### src/rtl/bus_edge_pkg.sv
// Shared constants and helpers for the bus line conditioning front end.
package bus_edge_pkg;

    localparam logic        BUS_IDLE_LEVEL  = 1'b1;
    localparam int unsigned DEF_SYNC_STAGES = 2;
    localparam int unsigned DEF_FILT_CYCLES = 3;

    typedef int unsigned width_t;

    // Counter must hold FILT_CYCLES-1 with headroom for the compare.
    function automatic width_t cnt_width(input width_t filt_cycles);
        return width_t'($clog2(filt_cycles)) + width_t'(1);
    endfunction

endpackage

### src/rtl/edge_filter_ch.sv
// One bus line: synchroniser, persistence filter, edge pulses and sticky glitch flag.
module edge_filter_ch
    import bus_edge_pkg::*;
#(
    parameter int unsigned SYNC_STAGES = DEF_SYNC_STAGES,
    parameter int unsigned FILT_CYCLES = DEF_FILT_CYCLES,
    parameter logic        RESET_LEVEL = BUS_IDLE_LEVEL
) (
    input  logic clk,
    input  logic n_rst,
    input  logic line_in,
    input  logic filter_en,
    input  logic clr_glitch,
    output logic line_stable,
    output logic rising_edge_found,
    output logic falling_edge_found,
    output logic glitch_flag
);

    localparam int unsigned      CNT_W    = cnt_width(FILT_CYCLES);
    localparam logic [CNT_W-1:0] CNT_LAST = CNT_W'(FILT_CYCLES - 1);

    logic [SYNC_STAGES-1:0] sync_q;
    logic                   sync;
    logic [CNT_W-1:0]       cnt;
    logic [CNT_W-1:0]       cnt_nxt;
    logic                   stable_nxt;
    logic                   glitch_set;

    assign sync = sync_q[SYNC_STAGES-1];

    // Next stable level and persistence count.
    always_comb begin
        stable_nxt = line_stable;
        cnt_nxt    = cnt;
        glitch_set = 1'b0;
        if (!filter_en) begin
            stable_nxt = sync;
            cnt_nxt    = '0;
        end else if (sync != line_stable) begin
            if (cnt == CNT_LAST) begin
                stable_nxt = sync;
                cnt_nxt    = '0;
            end else begin
                cnt_nxt = cnt + CNT_W'(1);
            end
        end else if (cnt != '0) begin
            // Pending change abandoned before it persisted long enough.
            cnt_nxt    = '0;
            glitch_set = 1'b1;
        end
    end

    always_ff @(posedge clk or negedge n_rst) begin
        if (!n_rst) begin
            sync_q             <= {SYNC_STAGES{RESET_LEVEL}};
            cnt                <= '0;
            line_stable        <= RESET_LEVEL;
            rising_edge_found  <= 1'b0;
            falling_edge_found <= 1'b0;
            glitch_flag        <= 1'b0;
        end else begin
            sync_q             <= {sync_q[SYNC_STAGES-2:0], line_in};
            cnt                <= cnt_nxt;
            line_stable        <= stable_nxt;
            rising_edge_found  <= stable_nxt & ~line_stable;
            falling_edge_found <= ~stable_nxt & line_stable;
            glitch_flag        <= glitch_set | (glitch_flag & ~clr_glitch);
        end
    end

endmodule

### src/rtl/bus_edge_filter.sv
// Multi-channel bus line conditioner; one independent filter per line, shared controls.
module bus_edge_filter
    import bus_edge_pkg::*;
#(
    parameter int unsigned NUM_CH      = 2,
    parameter int unsigned SYNC_STAGES = DEF_SYNC_STAGES,
    parameter int unsigned FILT_CYCLES = DEF_FILT_CYCLES,
    parameter logic        RESET_LEVEL = BUS_IDLE_LEVEL
) (
    input  logic              clk,
    input  logic              n_rst,
    input  logic [NUM_CH-1:0] line_in,
    input  logic              filter_en,
    input  logic              clr_glitch,
    output logic [NUM_CH-1:0] line_stable,
    output logic [NUM_CH-1:0] rising_edge_found,
    output logic [NUM_CH-1:0] falling_edge_found,
    output logic [NUM_CH-1:0] glitch_flag
);

    for (genvar i = 0; i < NUM_CH; i++) begin : g_ch
        edge_filter_ch #(
            .SYNC_STAGES (SYNC_STAGES),
            .FILT_CYCLES (FILT_CYCLES),
            .RESET_LEVEL (RESET_LEVEL)
        ) u_ch (
            .clk                (clk),
            .n_rst              (n_rst),
            .line_in            (line_in[i]),
            .filter_en          (filter_en),
            .clr_glitch         (clr_glitch),
            .line_stable        (line_stable[i]),
            .rising_edge_found  (rising_edge_found[i]),
            .falling_edge_found (falling_edge_found[i]),
            .glitch_flag        (glitch_flag[i])
        );
    end

endmodule

### config.mk
export PLATFORM = sky130hd
export DESIGN_NAME = bus_edge_filter
export DESIGN_NICKNAME = d
export VERILOG_FILES = /design/src/rtl/bus_edge_pkg.sv /design/src/rtl/edge_filter_ch.sv /design/src/rtl/bus_edge_filter.sv
export SDC_FILE = /design/constraint.sdc
export NUM_CORES = 1
export LEC_CHECK = 0
export ABC_CLOCK_PERIOD_IN_PS = 1400
export BUFFER_PORTS_ARGS = -buffer_cell sky130_fd_sc_hd__buf_4
export CAP_MARGIN = 20
export CELL_PAD_IN_SITES_DETAIL_PLACEMENT = 0
export CELL_PAD_IN_SITES_GLOBAL_PLACEMENT = 1
export CORE_AREA = 3 3 53 45
export DETAILED_ROUTE_END_ITERATION = 10
export DIE_AREA = 0 0 56 48
export GPL_TIMING_DRIVEN = 0
export PLACE_DENSITY_LB_ADDON = 0.1
export RECOVER_POWER = 50
export SLEW_MARGIN = 40
export SYNTH_ARGS = -nofsm -noshare
export SYNTH_HDL_FRONTEND = slang
export SYNTH_SLANG_ARGS = --single-unit
### constraint.sdc
create_clock -name clk -period 1.4 [get_ports clk]
set_input_delay 0 -clock clk [delete_from_list [all_inputs] [get_ports clk]]
set_output_delay 0 -clock clk [all_outputs]
set_load 0.01 [all_outputs]
-- Word level (Yosys, flattened, before mapping)
Index checks and enable logic that the tools add are counted.
- add/subtract/negate cells: 2
- reduce and logical (&&, ||, !) cells: 2
- eq/ne operators: 6
- bitwise logic cells: 13
- muxes and demuxes: 20
- operator list (operator ; number):
    3-bit two-way mux ; 8
    1-bit two-way mux ; 12
    3-bit by 1-bit adder with 3-bit output, second input constant ; 2
    1-bit AND ; 6
    3-bit by 2-bit == test with 1-bit output, second input constant ; 2
    3-bit by 1-bit inequality test with 1-bit output, second input constant ; 2
    3-bit nonzero test ; 2
    1-bit inverter ; 5
    1-bit inequality test ; 2
    1-bit bitwise OR ; 2
- bits in registers: 18
- output and inout bits: 8
- logic and storage cells: 55

-- Longest topological paths before layout
Gate-level depths: netlist of the first run.
- word-level depth: 6
- depth in mapped cells: 3

-- By module
Synthesis of the first run repeated with hierarchy kept, for this count alone.
- cell total of the unflattened synthesis: 54
- area, all modules: 723.2 µm²
- modules (own cells, without submodules) (module ; times used ; cells an instance ; area each (µm²)):
    edge_filter_ch (g_ch[0].u_ch) ; 1 ; 27 ; 364.1
    edge_filter_ch (g_ch[1].u_ch) ; 1 ; 27 ; 359.1

-- Worst setup path before layout of the first run
Ideal clock, no wire load.
- path type: register to register
- start point: register g_ch[0].u_ch.cnt[2]
- end point: register g_ch[0].u_ch.line_stable
- stages on the path, launching flop included: 4
- setup slack: 0.377 ns
- data required time: 1.315 ns
- arrival: 0.938 ns
- path through: dfrtp_1 nor2_1 a21boi_2 mux2_1
- word-level cells in the longest chain between the ends: 4
- ends and longest elaborated chain (element ; RTL line ; source):
    start, declared ; edge_filter_ch.sv:25 ; logic [CNT_W-1:0] cnt;
    start signal, assigned ; edge_filter_ch.sv:64 ; cnt <= cnt_nxt;
    3-bit by 2-bit == test with 1-bit output ; edge_filter_ch.sv:41 ; if (cnt == CNT_LAST) begin
    1-bit two-way mux ; edge_filter_ch.sv:41 ;
    1-bit two-way mux ; edge_filter_ch.sv:40 ; end else if (sync != line_stable) begin
    1-bit two-way mux ; edge_filter_ch.sv:37 ; if (!filter_en) begin
    net g_ch[0].u_ch.stable_nxt ; edge_filter_ch.sv:27 ; logic stable_nxt;
    end signal, assigned ; edge_filter_ch.sv:65 ; line_stable <= stable_nxt;
    end, declared ; edge_filter_ch.sv:14 ; output logic line_stable,
The timed path passes the listed nets, and every way through them passes these cells.
A chain may end at the register's enable or synchronous reset.

-- Worst setup path after layout of the first run
- start point: register g_ch[0].u_ch.cnt[2]
- end point: register g_ch[0].u_ch.glitch_flag
- word-level cells in the longest chain between the ends: 5
- ends and longest elaborated chain (element ; RTL line ; source):
    3-bit nonzero test ; edge_filter_ch.sv:47 ; end else if (cnt != '0) begin
    1-bit two-way mux ; edge_filter_ch.sv:47 ;
    1-bit two-way mux ; edge_filter_ch.sv:40 ;
    1-bit two-way mux ; edge_filter_ch.sv:37 ;
    1-bit bitwise OR ; edge_filter_ch.sv:68 ; glitch_flag <= glitch_set | (glitch_flag & ~clr_glitch);
    end signal, assigned ; edge_filter_ch.sv:68 ;
    end, declared ; edge_filter_ch.sv:17 ; output logic glitch_flag
Every way passes these cells.

==> results of run 1 <==
[flip-flops by register name, indices dropped and copies added (netlist names)]
| name | count |
|---|---|
| g_ch.u_ch.glitch_flag | 2 |
| g_ch.u_ch.falling_edge_found | 2 |
| g_ch.u_ch.cnt | 6 |
| g_ch.u_ch.line_stable | 2 |
| g_ch.u_ch.rising_edge_found | 2 |
| g_ch.u_ch.sync_q | 4 |
[stage by stage]
step | power (mW) | utilization (%) | hold WS, ns
final | 1.017 | 49.93 | 0.04060
after floorplan | 0.7052 | - | -0.2956
after global routing | 1.089 | 49.93 | 0.05861
after global placement | 0.7735 | 46.83 | -0.1188
after CTS | 1.039 | 50.13 | 0.03752
after detailed placement | 0.7780 | 46.83 | -0.1211
[routing by layer]
layer | vias up | wire (um) | track usage (%)
met5 | - | 0 | 0
met4 | 0 | 13 | 4.265
met3 | 2 | 73 | 5.660
met2 | 15 | 462 | 14.92
met1 | 226 | 627 | 14.59
li1 | 240 | - | -
[worst register-to-register path: cells and delay by family, from the launching register on]
family,cells,cell delay (ns)
compound gates,2,0.59
flops,1,0.44
[kinds of logic after synthesis]
| kind of cell | share of synthesized area, % |
|---|---|
| simple gates | 15.18 |
| flops | 60.40 |
| buf+inv | 8.912 |
| compound gates | 7.920 |
| xor+xnor | 4.621 |
| mux | 2.970 |
[path summary, 6_finish.rpt]
check,startpoint,endpoint,depth (start not counted)
setup / recovery,g_ch[0].u_ch.cnt[2]$_DFFE_PN0P_,g_ch[0].u_ch.glitch_flag$_DFF_PN0_,2
hold / removal,filter_en,g_ch[1].u_ch.glitch_flag$_DFF_PN0_,3
setup reg to reg,g_ch[0].u_ch.cnt[2]$_DFFE_PN0P_,g_ch[0].u_ch.glitch_flag$_DFF_PN0_,2
hold reg to reg,g_ch[1].u_ch.sync_q[0]$_DFF_PN1_,g_ch[1].u_ch.sync_q[1]$_DFF_PN1_,0
max in group asynchronous,n_rst,g_ch[1].u_ch.glitch_flag$_DFF_PN0_,2
min in group asynchronous,n_rst,g_ch[0].u_ch.cnt[2]$_DFFE_PN0P_,2
[layout by cell type (no fill, tap or decap)]
cell           netlist  final
nand3b_1             2      2
xor2_1               2      2
clkbuf_4             0      5
o21ai_1              1      1
mux2_1               2      2
dlygate4sd3_1        0      4
nor2_1               4      4
dfrtp_1             12     12
o21ai_0              1      1
buf_4                8     18
o311ai_0             2      2
nand2_1              2      2
nor2b_1              2      2
xnor2_1              2      2
nor3b_1              4      4
a21boi_2             2      2
nor3_1               2      2
dfstp_2              6      6
clkbuf_1             0      1
nand2b_1             4      4
a21oi_1              2      2
inv_1                2      2
[area by class of cell]
class | instances | share of cell area (%)
plain buffers | 8 | 6.358
clock buffers | 3 | 2.384
inverters | 2 | 0.7947
multi-input cells | 34 | 24.64
flip-flops and latches | 18 | 48.48
well taps | 24 | 3.179
repair buffers | 17 | 14.17
[where the power goes]
group	switching, mW	internal, mW
combinational	0.0679	0.103
clock	0.144	0.0999
sequential	0.0347	0.568
==> impl_metrics.json, run 1 <==
{
  "status": "finished clean",
  "pre_cts_ws_ns": 0.2865,
  "routed_wl_um": 1176,
  "numCtsBuffers": 3,
  "syn-mean-instance-area_um2": 12.23,
  "grtUsageTotal_pct": 10.90,
  "worstMarginPinSlew_ns": 0.9318,
  "clock_sinks": 18,
  "first_global_vias": 472,
  "cp.required_ns": 1.55,
  "holdBufCountCts": 4,
  "drt-vias-per-instance": 4.557,
  "fillCellCount": 192,
  "yosys-top-cells-count": "dfrtp_1 (12), buf_4 (8), dfstp_2 (6)",
  "rsz0062_at_grt": "no",
  "synthTopCellsByArea": "dfrtp_1 (40%), dfstp_2 (21%), buf_4 (7.9%)",
  "crit_buf_inv": 0,
  "synth.distinct_cells": 19,
  "leakage_nw": 0.4264,
  "fin_tns_setup_ns": 0,
  "hpwl_um": 816.8,
  "grt_pass1_wl_um": 2104,
  "critPathMaxFanout": 5,
  "grt_overflow_total": 0,
  "setup_slack_ns": 0.2295,
  "post_cts_buffers": 0,
  "hp-class": "in -> reg",
  "cp_cell_sequence": "o311ai_0 > o21ai_0",
  "crit_arrival_ns": 1.32,
  "io_pins": 14,
  "h-tree-depth": 1,
  "yosys_register_bits": 18,
  "synth_nets": 68,
  "crit_path_end_kind": "register",
  "root_buffer": "clkbuf_4",
  "synth_most_common_cell": "dfrtp_1",
  "dieArea_um2": 2688,
  "antenna_found_initial": 0,
  "synth_top_cell_by_area": "dfrtp_1",
  "hold_violations": 0,
  "fp.coreArea_um2": 1892,
  "yosys_warnings": 0,
  "gp_congestion": 0.7023,
  "dpl_cell_area_um2": 885.9,
  "syn_inst": 62,
  "synth.top_cell.area_share_pct": 39.60,
  "fin_crit_sh_pct": 83.60,
  "criticalPathCategory": "reg -> reg",
  "ys.flop_type": "dfrtp_1",
  "die_width_um": 56,
  "post_cts_resized": 0,
  "drt_pre_antenna_iters": 4,
  "rows": 14,
  "diodes": 0,
  "drc_errors": 0,
  "final_cells": 106,
  "cp_top_family": "compound AO/OA/AOI/OAI gates",
  "nNetsFinal": 90,
  "slowest_delay_ns": 0.44,
  "first_iter_violations": 14,
  "finalSetupViolCount": 0,
  "multi_input_area_um2": 232.7,
  "postLayoutCellArea_um2": 944.7,
  "final_layout_size_suffix_gt1_share_pct": 37.80,
  "maxCapViolCount": 0,
  "die_h_um": 48,
  "syn_area_um2": 758.2,
  "drv_slew": 0,
  "async_flop_share_pct": 100.0,
  "place_inst": 99,
  "cts_tree": "done",
  "start_kind": "register",
  "finalClockSkew_ns": 0.002425,
  "port_buffers": 13,
  "detail_route.wl_per_cell_um": 11.09,
  "synth_edf_count": 0,
  "syn_to_final_growth_pct": 24.59,
  "min_period_ns": 1.170,
  "clk_path_buf_depth": 2,
  "drtAntennaViolNets": 0,
  "grt_max_degree": 19,
  "irDropWorstVdd_mv": 0.5213,
  "clk_pin_slew_ns": 0.09,
  "clock_latency_ns": 0.28,
  "via_count": 483,
  "yosysSeqAreaShare_pct": 60.40,
  "worst_path_max_delay_cell": "dfrtp_1",
  "fmax_mhz": 854.4,
  "start_util_pct": 40.08,
  "seq_area_um2": 457.9,
  "reg2reg_slack_ns": 0.23,
  "slew_headroom_pct": 37.88,
  "powerDensity_nw_per_um2": 1077
}
Power figures use the tool's default switching activity.
==> run 2: changes to the inputs <==
- ABC_CLOCK_PERIOD_IN_PS: 1400 -> 1000
- CORE_AREA: 3 3 53 45 -> 3 3 55 47
- DIE_AREA: 0 0 56 48 -> 0 0 58 50
- clock period: 1.4 -> 1 ns (I/O delays scaled with it)
==> run 2 against run 1 <==
  * The flow now finishes with violations (setup timing)
  * Sequential power increased by 40%
  * Utilization increased by 4.5 points
  * Critical path depth unchanged
  * Flip-flop and latch count unchanged
  * Clock power increased by 80%
  * Die area increased by 7.9%
  * Register-to-register slack got worse by 0.31 ns
  * Wire length increased by 24%
  * Cell area increased by 21%
  * Global-route usage increased by 0.93 points
  * Non-clock buffer count increased by 12
  * Via count increased by 11%
  * Critical endpoint is now line_stable[0]
==> impl_metrics.json, run 2 (same netlist as run 1, synthesis figures left out) <==
{
  "comb_power_share_pct": 22.8,
  "fp.coreArea_um2": 2102,
  "slew_headroom_pct": 70.33,
  "final_layout_size_suffix_gt1_share_pct": 62.11,
  "reg2reg_slack_ns": -0.08,
  "clock_latency_ns": 0.29,
  "finalClockSkew_ns": 0.002502,
  "cp_cell_sequence": "buf_6 > buf_6",
  "status": "finished with violations",
  "cts_tree": "done",
  "finalSetupViolCount": 14,
  "irDropWorstVdd_mv": 0.9536,
  "hold-worst-slack_ns": 0.1772,
  "port_buffers": 13,
  "critPathMaxFanout": 4,
  "drt-vias-per-instance": 4.475,
  "fin_tns_setup_ns": -0.7072,
  "start_kind": "register",
  "maxCapViolCount": 0,
  "largest_reg_flops": 6,
  "critical_path_depth": 2,
  "layout_common_cells": "buf_4 (27), dfrtp_1 (10), dfstp_2 (6)",
  "drc_errors": 0,
  "r2r.worst_path.cells": 3,
  "r2r_end": "g_ch[0].u_ch.line_stable$_DFF_PN1_",
  "detail_route.wl_per_cell_um": 12.18,
  "antenna_found_initial": 0,
  "place_inst": 100,
  "total_switching_power_mw": 0.4046,
  "grt_overflow_total": 0,
  "hp-class": "in -> async",
  "die_h_um": 50,
  "gp_congestion": 0.6872,
  "criticalPathCategory": "reg -> out",
  "rsz0062_at_grt": "yes",
  "min_period_ns": 1.079,
  "seqPwrFrac_pct": 50.7,
  "nNetsFinal": 102,
  "setup_slack_ns": -0.07932,
  "fin_total_pwr_mw": 1.661,
  "layout_commonest_cell": "buf_4",
  "reg2reg_from": "g_ch[0].u_ch.cnt[2]$_DFFE_PN0P_",
  "crit_buf_inv": 2,
  "grt_pass1_wl_um": 2511,
  "hold_violations": 0,
  "die_width_um": 58,
  "p_sw_share_pct": 24.36,
  "fin_util_pct": 54.46,
  "io_pins": 14,
  "p_int_mw": 1.256,
  "hpwl_um": 866.5,
  "cp_top_family": "flip-flops",
  "rows": 15,
  "drt_pre_antenna_iters": 2,
  "cp.required_ns": 1.00,
  "dieArea_um2": 2900,
  "worstMarginPinSlew_ns": 0.4450,
  "clockPowerShare_pct": 26.5,
  "path_common_cell": "buf_6",
  "diodes": 0,
  "powerDensity_nw_per_um2": 1451,
  "fin_crit_sh_pct": 107.9,
  "syn_to_final_growth_pct": 50.99,
  "via_count": 537,
  "clk_path_buf_depth": 2,
  "fmax_mhz": 926.5,
  "root_buffer": "clkbuf_4",
  "first_iter_violations": 5,
  "violations": "setup timing",
  "top_regs": "g_ch.u_ch.cnt x6, g_ch.u_ch.sync_q x4",
  "routed_wl_um": 1462,
  "clk_pin_slew_ns": 0.10,
  "worst_path_max_delay_cell": "dfstp_2",
  "grt_max_degree": 19,
  "drv_slew": 0,
  "crit_arrival_ns": 1.08,
  "start_util_pct": 36.07,
  "leakage_nw": 0.5397,
  "top_register": "g_ch.u_ch.cnt",
  "drtAntennaViolNets": 0,
  "numCtsBuffers": 3,
  "clock_sinks": 18,
  "first_global_vias": 549,
  "grtUsageTotal_pct": 11.83,
  "final_cells": 120,
  "crit_path_end_kind": "primary output",
  "h-tree-depth": 1,
  "slowest_delay_ns": 0.60
}
[run 2: changes by cell type in the layout (fill, tap and decap cells not counted), moves of 3 or more]
cell / delta
buf_4: +9
buf_6: +4
nor3b_2: +3
nor3b_1: -3
[run 2: worst max path at each step]
stage / from / to / slack, ns
CTS: g_ch[0].u_ch.line_stable$_DFF_PN1_ / line_stable[0] / -0.08
floorplan: g_ch[0].u_ch.cnt[2]$_DFFE_PN0P_ / g_ch[0].u_ch.line_stable$_DFF_PN1_ / -0.003
global placement: g_ch[1].u_ch.cnt[1]$_DFFE_PN0P_ / g_ch[1].u_ch.glitch_flag$_DFF_PN0_ / -0.08
global route: g_ch[0].u_ch.line_stable$_DFF_PN1_ / line_stable[0] / -0.14
finish: g_ch[0].u_ch.line_stable$_DFF_PN1_ / line_stable[0] / -0.08
detailed placement: g_ch[0].u_ch.cnt[2]$_DFFE_PN0P_ / g_ch[0].u_ch.line_stable$_DFF_PN1_ / -0.1
[run 2: final cells by class]
class,instances,area [um2]
Fill cell,193,957.2
Sequential cell,18,460.4
Multi-Input combinational cell,34,306.5
Timing Repair Buffer,29,235.2
Buffer,8,67.56
Clock buffer,4,36.28
Tap cell,25,31.28
Inverter,2,7.507
[run 2: per-layer routing]
layer	GRT usage (%)	vias to the layer above	part of all wire [%]
met5	0	-	0
met1	15.85	258	45
met4	5.405	0	1.3
li1	-	265	-
met2	15.79	12	47
met3	5.759	2	5.7
[run 2: power by group through the flow]
stage | combinational (mW) | sequential, mW | clock [mW]
2_1_floorplan | 0.152 | 0.845 | 0
3_3_place_gp | 0.240 | 0.855 | 0
3_5_place_dp | 0.243 | 0.857 | 0
4_1_cts | 0.358 | 0.837 | 0.467
5_1_grt | 0.410 | 0.854 | 0.499
6_report | 0.379 | 0.842 | 0.440
[run 2: repair_timing]
action	in CTS	in global routing
resized for setup	14	7
setup endpoints to repair	12	16
pin swaps	3	5
setup buffers	10	1
hold buffers	5	0
cloned	0	0
endpoints found under the hold margin	28	0
[run 2: through the flow]
stage               area, um2  setup slack (ns)
finish                   1145          -0.07932
global route             1145           -0.1391
CTS                      1109          -0.07736
detailed placement      894.6          -0.09830
global placement        894.6          -0.08028
floorplan               765.7         -0.002898
